File: config.mk
export PLATFORM = sky130hd
export DESIGN_NAME = instr_fetch_unit
export DESIGN_NICKNAME = d
export VERILOG_FILES = /design/src/rtl/instr_fetch_unit.sv
export SDC_FILE = /design/constraint.sdc
export NUM_CORES = 1
export LEC_CHECK = 0
export BUFFER_PORTS_ARGS = -buffer_cell sky130_fd_sc_hd__buf_2
export CORE_ASPECT_RATIO = 0.9
export CORE_MARGIN = 2
export CORE_UTILIZATION = 51
export DETAILED_ROUTE_END_ITERATION = 8
export GPL_ROUTABILITY_DRIVEN = 0
export PLACE_DENSITY = 0.75
export SLEW_MARGIN = 20
export SYNTH_ARGS = -nofsm -noshare
export SYNTH_HDL_FRONTEND = slang
export SYNTH_SLANG_ARGS = --single-unit
File: constraint.sdc
create_clock -name clk -period 2.35 [get_ports clk]
set_clock_uncertainty 0.15 [all_clocks]
set_input_delay 0.3525 -clock clk [delete_from_list [all_inputs] [get_ports clk]]
set_output_delay 0.3525 -clock clk [all_outputs]
set_load 0.02 [all_outputs]
File: src/rtl/instr_fetch_unit.sv
`timescale 1ns/1ps
`default_nettype none
// ============================================================================
// Module   : instr_fetch_unit
// Brief    : PC generation, single-outstanding imem fetch over req/gnt/rvalid,
//            and a prefetch FIFO feeding the datapath via valid/ready.
//            Optional macro IFU_BYPASS_EN: combinational rvalid-to-inst bypass
//            when the FIFO is empty.
// Revision : 1.0  initial release
// ============================================================================
module instr_fetch_unit #(
    parameter int          FIFO_DEPTH = 4,
    parameter logic [15:0] RESET_PC   = 16'h0000
) (
    input  logic                          clk,
    input  logic                          rst,
    input  logic                          redirect_valid,
    input  logic [15:0]                   redirect_pc,
    output logic                          imem_req,
    output logic [15:0]                   imem_addr,
    input  logic                          imem_gnt,
    input  logic                          imem_rvalid,
    input  logic [15:0]                   imem_rdata,
    output logic                          inst_valid,
    output logic [15:0]                   inst_data,
    output logic [15:0]                   inst_pc,
    input  logic                          inst_ready,
    output logic [$clog2(FIFO_DEPTH):0]   fifo_count
);

    localparam int                 c_aw       = $clog2(FIFO_DEPTH);
    localparam logic [c_aw:0]      c_depth    = (c_aw + 1)'(FIFO_DEPTH);
    localparam logic [15:0]        c_reset_pc = {RESET_PC[15:1], 1'b0};

    typedef enum logic [1:0] {
        S_IDLE = 2'd0,
        S_REQ  = 2'd1,
        S_WAIT = 2'd2,
        S_DROP = 2'd3
    } state_t;

    state_t            r_state_q,    w_state_d;
    logic [15:0]       r_fetch_pc_q, w_fetch_pc_d;
    logic [15:0]       r_req_pc_q,   w_req_pc_d;
    logic [c_aw-1:0]   r_rd_ptr_q,   w_rd_ptr_d;
    logic [c_aw-1:0]   r_wr_ptr_q,   w_wr_ptr_d;
    logic [c_aw:0]     r_count_q,    w_count_d;
    logic [31:0]       r_mem_q [FIFO_DEPTH];

    logic [31:0]       w_head;
    logic              w_fifo_vld;
    logic              w_bypass;
    logic              w_pop;
    logic              w_rsp;
    logic              w_push;
    logic [15:0]       w_redirect_pc;
    logic              w_unused;

    // Instruction addresses are halfword aligned; bit 0 is deliberately dropped.
    assign w_unused      = redirect_pc[0];
    assign w_redirect_pc = {redirect_pc[15:1], 1'b0};

    assign imem_req   = (r_state_q == S_REQ);
    assign imem_addr  = r_fetch_pc_q;
    assign fifo_count = r_count_q;

    // ------------------------------------------------------------------
    // Datapath-facing outputs and FIFO handshake qualifiers
    // ------------------------------------------------------------------
    always_comb begin
        w_head     = r_mem_q[r_rd_ptr_q];
        w_fifo_vld = (r_count_q != '0);
`ifdef IFU_BYPASS_EN
        w_bypass   = (r_state_q == S_WAIT) && !w_fifo_vld && !redirect_valid;
`else
        w_bypass   = 1'b0;
`endif
        if (w_bypass) begin
            inst_valid = imem_rvalid;
            inst_data  = imem_rvalid ? imem_rdata : 16'h0000;
            inst_pc    = imem_rvalid ? r_req_pc_q : 16'h0000;
        end else begin
            inst_valid = w_fifo_vld;
            inst_data  = w_fifo_vld ? w_head[15:0]  : 16'h0000;
            inst_pc    = w_fifo_vld ? w_head[31:16] : 16'h0000;
        end

        // A redirect flushes everything, so neither pop nor push may land.
        w_pop  = w_fifo_vld && inst_ready && !redirect_valid;
        w_rsp  = (r_state_q == S_WAIT) && imem_rvalid && !redirect_valid;
        w_push = w_rsp && !(w_bypass && inst_ready);
    end

    // ------------------------------------------------------------------
    // FIFO pointers and occupancy
    // ------------------------------------------------------------------
    always_comb begin
        w_count_d  = r_count_q;
        w_rd_ptr_d = r_rd_ptr_q;
        w_wr_ptr_d = r_wr_ptr_q;
        if (redirect_valid) begin
            w_count_d  = '0;
            w_rd_ptr_d = '0;
            w_wr_ptr_d = '0;
        end else begin
            if (w_push) begin
                w_wr_ptr_d = r_wr_ptr_q + c_aw'(1);
            end
            if (w_pop) begin
                w_rd_ptr_d = r_rd_ptr_q + c_aw'(1);
            end
            case ({w_push, w_pop})
                2'b10:   w_count_d = r_count_q + (c_aw + 1)'(1);
                2'b01:   w_count_d = r_count_q - (c_aw + 1)'(1);
                default: w_count_d = r_count_q;
            endcase
        end
    end

    // ------------------------------------------------------------------
    // Fetch state machine
    // ------------------------------------------------------------------
    always_comb begin
        w_state_d    = r_state_q;
        w_fetch_pc_d = r_fetch_pc_q;
        w_req_pc_d   = r_req_pc_q;
        case (r_state_q)
            S_IDLE: begin
                if (!redirect_valid && ((r_count_q < c_depth) || w_pop)) begin
                    w_state_d = S_REQ;
                end
            end
            S_REQ: begin
                if (redirect_valid) begin
                    w_state_d = imem_gnt ? S_DROP : S_IDLE;
                end else if (imem_gnt) begin
                    w_req_pc_d   = r_fetch_pc_q;
                    w_fetch_pc_d = r_fetch_pc_q + 16'd2;
                    w_state_d    = S_WAIT;
                end
            end
            S_WAIT: begin
                if (imem_rvalid) begin
                    w_state_d = S_IDLE;
                end else if (redirect_valid) begin
                    w_state_d = S_DROP;
                end
            end
            S_DROP: begin
                // The stale response retires the only outstanding fetch, even
                // when a second redirect coincides with it.
                if (imem_rvalid) begin
                    w_state_d = S_IDLE;
                end
            end
            default: w_state_d = S_IDLE;
        endcase
        if (redirect_valid) begin
            w_fetch_pc_d = w_redirect_pc;
        end
    end

    always_ff @(posedge clk) begin
        if (rst) begin
            r_state_q    <= S_IDLE;
            r_fetch_pc_q <= c_reset_pc;
            r_req_pc_q   <= 16'h0000;
            r_rd_ptr_q   <= '0;
            r_wr_ptr_q   <= '0;
            r_count_q    <= '0;
        end else begin
            r_state_q    <= w_state_d;
            r_fetch_pc_q <= w_fetch_pc_d;
            r_req_pc_q   <= w_req_pc_d;
            r_rd_ptr_q   <= w_rd_ptr_d;
            r_wr_ptr_q   <= w_wr_ptr_d;
            r_count_q    <= w_count_d;
        end
    end

    // Storage needs no reset: entries are only observed while counted.
    always_ff @(posedge clk) begin
        if (!rst && w_push) begin
            r_mem_q[r_wr_ptr_q] <= {r_req_pc_q, imem_rdata};
        end
    end

endmodule
`default_nettype wire

==> metrics.cfg <==
[outcome]
status = finished clean

[timing]
fmax_ghz = 0.431
period_share_pct = 98.7
worst_slack_ns = 0.0303
slew_violations = 0
fin_setup_tns_ns = 0
rsz0062_at_grt = yes
setup-violations-final = 0
fin_crit_ns = 2.32
hold_viol_final = 0

[die]
die_w_um = 124
die-area_um2 = 13900
fp.coreArea_um2 = 12700
num_rows = 39
start_util_pct = 52.3
io_pins = 91
fp.dieH_um = 112

[clock_tree]
cts_tree = done
clock_path_buffers = 2
ctsHtreeMaxLevel = 4
cts.clk_slew.worst_paths_ns = 0.06
clockRootBuffer = clkbuf_16
cts.sinks = 165
cts_buffers = 17
insertion_delay_ns = 0.42

[yosys]
synthTopCellsByCount = 124 x edfxtp_1, 41 x dfxtp_1, 36 x nand2_1
ys_async_sr_fraction_pct = 0
netlist_instances = 436
ys_seq_elements = 165
yosysUniqueCellTypes = 41
synth.yosys.seq_area_share_pct = 68.5
synth.most_common_cell = edfxtp_1
syn_area_um2 = 6640
synth_ff_type = edfxtp_1
yosys-top-cells-area = edfxtp_1 56%, dfxtp_1 12%, mux4_2 11%
yosysWarnings = 0
syn_area_per_cell_um2 = 15.2
yosysTopAreaCellShare_pct = 56.1
yosys.area.top_type = edfxtp_1
synth-edff-count = 124

[global_routing]
grt_pass1_wl_um = 20400
gr-total-overflow = 0
grt_usage_pct = 19.0
antenna_found_initial = 0
grt_max_degree = 34
grt_pass1_vias = 3994

[detailed_routing]
drc = 0
vias = 3886
drt-pass1-iter-count = 4
initialDrtViolationCount = 306
detail-route-antenna-nets = 0
drt_wl_total_um = 12400
wl_per_cell_um = 17.1
vias_per_cell = 5.37

[place]
post-place-ws_ns = 0.0598
hpwl_um = 7450
port_buffers = 87

[worst_setup_path]
endpoint_kind = primary output
worstReg2RegStart = fifo_count[1]
r2r_slack_ns = 0.11
crit_fanout = 10
rr_endpoint = fifo_count[2]
arrival_ns = 1.82
r2r_cells = 8
crit_required_ns = 1.85
cp-endpoint = inst_pc[11]
path_class = reg -> out
start_kind = flop

[finish]
drive_gt1_share_pct = 31.4
nets = 592
post-route-util_pct = 64.3
nFillCells = 930
diodes = 0
seq_area_um2 = 4550
multi_input_area_um2 = 1920
syn_to_final_growth_pct = 23.0

[flow_run]
drv_cap = 0

[power_and_ir_drop]
p_leak_nw = 2.84
p_clk_share_pct = 45.6
p_sw_share_pct = 19.8
power_mw = 6.25
sequentialPowerShare_pct = 50.8
power_switching_mw = 1.24
power_density_nw_per_um2 = 766
p_int_mw = 5.01
p_comb_share_pct = 3.6
vdd.ir_drop.worst_v = 0.000589

[worst_hold_path]
worstHoldPathType = in -> reg

cell type report:
cell class,instances,area share (%)
multi-input combinational,228,23.5
tap,164,2.51
inverter,18,0.828
clock buffer,18,5.26
sequential,165,55.8
timing repair buffer,117,9.86
clock inverter,14,2.24
critical path: stages, from the launching register on:
cell and delay, ns:
dfxtp_4 0.40, buf_12 0.17, mux4_2 0.50, nor2b_1 0.16, buf_2 0.18
sequential cells by signal (all words and copies together) (netlist names), named ones only:
signal / flops
fifo_count: 3
imem_addr: 15
r_wr_ptr_q: 2
r_rd_ptr_q: 2
r_state_q: 2
r_req_pc_q: 15
r_mem_q: 124
cells in the final DEF (no fill, tap or decap), types with 3 or more instances in the layout:
cell | netlist | final
edfxtp_1 | 124 | 124
buf_2 | 8 | 86
dfxtp_1 | 41 | 38
nand2_1 | 36 | 36
nor2b_1 | 32 | 32
mux4_2 | 31 | 31
a21oi_1 | 30 | 30
inv_1 | 18 | 18
clkbuf_16 | 0 | 17
dlygate4sd3_1 | 0 | 15
nor2_1 | 13 | 13
xor2_1 | 11 | 11
o21a_1 | 9 | 9
buf_12 | 0 | 8
buf_4 | 4 | 7
nor4_1 | 6 | 6
ha_1 | 6 | 6
xnor2_1 | 5 | 5
and2_2 | 0 | 4
mux2i_1 | 4 | 4
nand3_1 | 4 | 4
or3_1 | 4 | 4
nor3_1 | 5 | 4
bufinv_16 | 0 | 4
clkinv_2 | 0 | 4
nand4_1 | 3 | 3
o21ai_0 | 3 | 3
layer usage:
| layer | wire length (µm) | global-route usage [%] | vias up |
|---|---|---|---|
| met1 | 5350 | 24.5 | 1908 |
| met5 | 0 | 0 | - |
| met3 | 676 | 4.96 | 14 |
| li1 | - | - | 1837 |
| met2 | 6190 | 31.4 | 127 |
| met4 | 166 | 7.34 | 0 |
stage by stage:
stage,instances,hold slack (ns),instance area (µm²)
final,724,0.0147,8160
after global placement,676,0.323,7380
after floorplan,437,0.301,6650
after CTS,724,0.000663,8150
after detailed placement,676,0.339,7380
after global routing,724,0.00602,8160
repair_timing:
item                       in CTS  in global routing
setup endpoints to repair      28                 25
buffers inserted                1                  0
hold buffers                   15                  0
hold endpoints to repair       60                  0
resized for setup               1                  4
cells by family after synthesis:
kind of cell	count (synthesis)	share of synthesized area [%]
adders and majority gates	7	1.43
and+or+nand+nor	117	9.26
muxes	36	11.3
buffers and inverters	44	2.87
AOI/OAI and AO/OA	50	4.49
DFF	165	68.5
xor gates and xnor gates	16	2.11
other	1	0.0565
power groups by stage:
stage               clock network [mW]  logic [mW]  registers [mW]
finish                            2.85       0.223            3.18
global placement                     0       0.194            3.24
global route                      3.03       0.247            3.18
floorplan                            0       0.104            3.25
detailed placement                   0       0.201            3.24
CTS                               2.90       0.223            3.18
worst min path at each step:
stage	from	end	depth (start not counted)
2_1_floorplan	imem_rdata[0]	r_mem_q[0][0]	0
3_3_place_gp	r_req_pc_q[11]	r_mem_q[2][27]	0
3_5_place_dp	r_req_pc_q[11]	r_req_pc_q[11]	2
4_1_cts	imem_rdata[14]	r_mem_q[3][14]	1
5_1_grt	imem_rdata[14]	r_mem_q[1][14]	1
6_report	imem_rdata[14]	r_mem_q[2][14]	1
(Power assumes the default switching activity.)
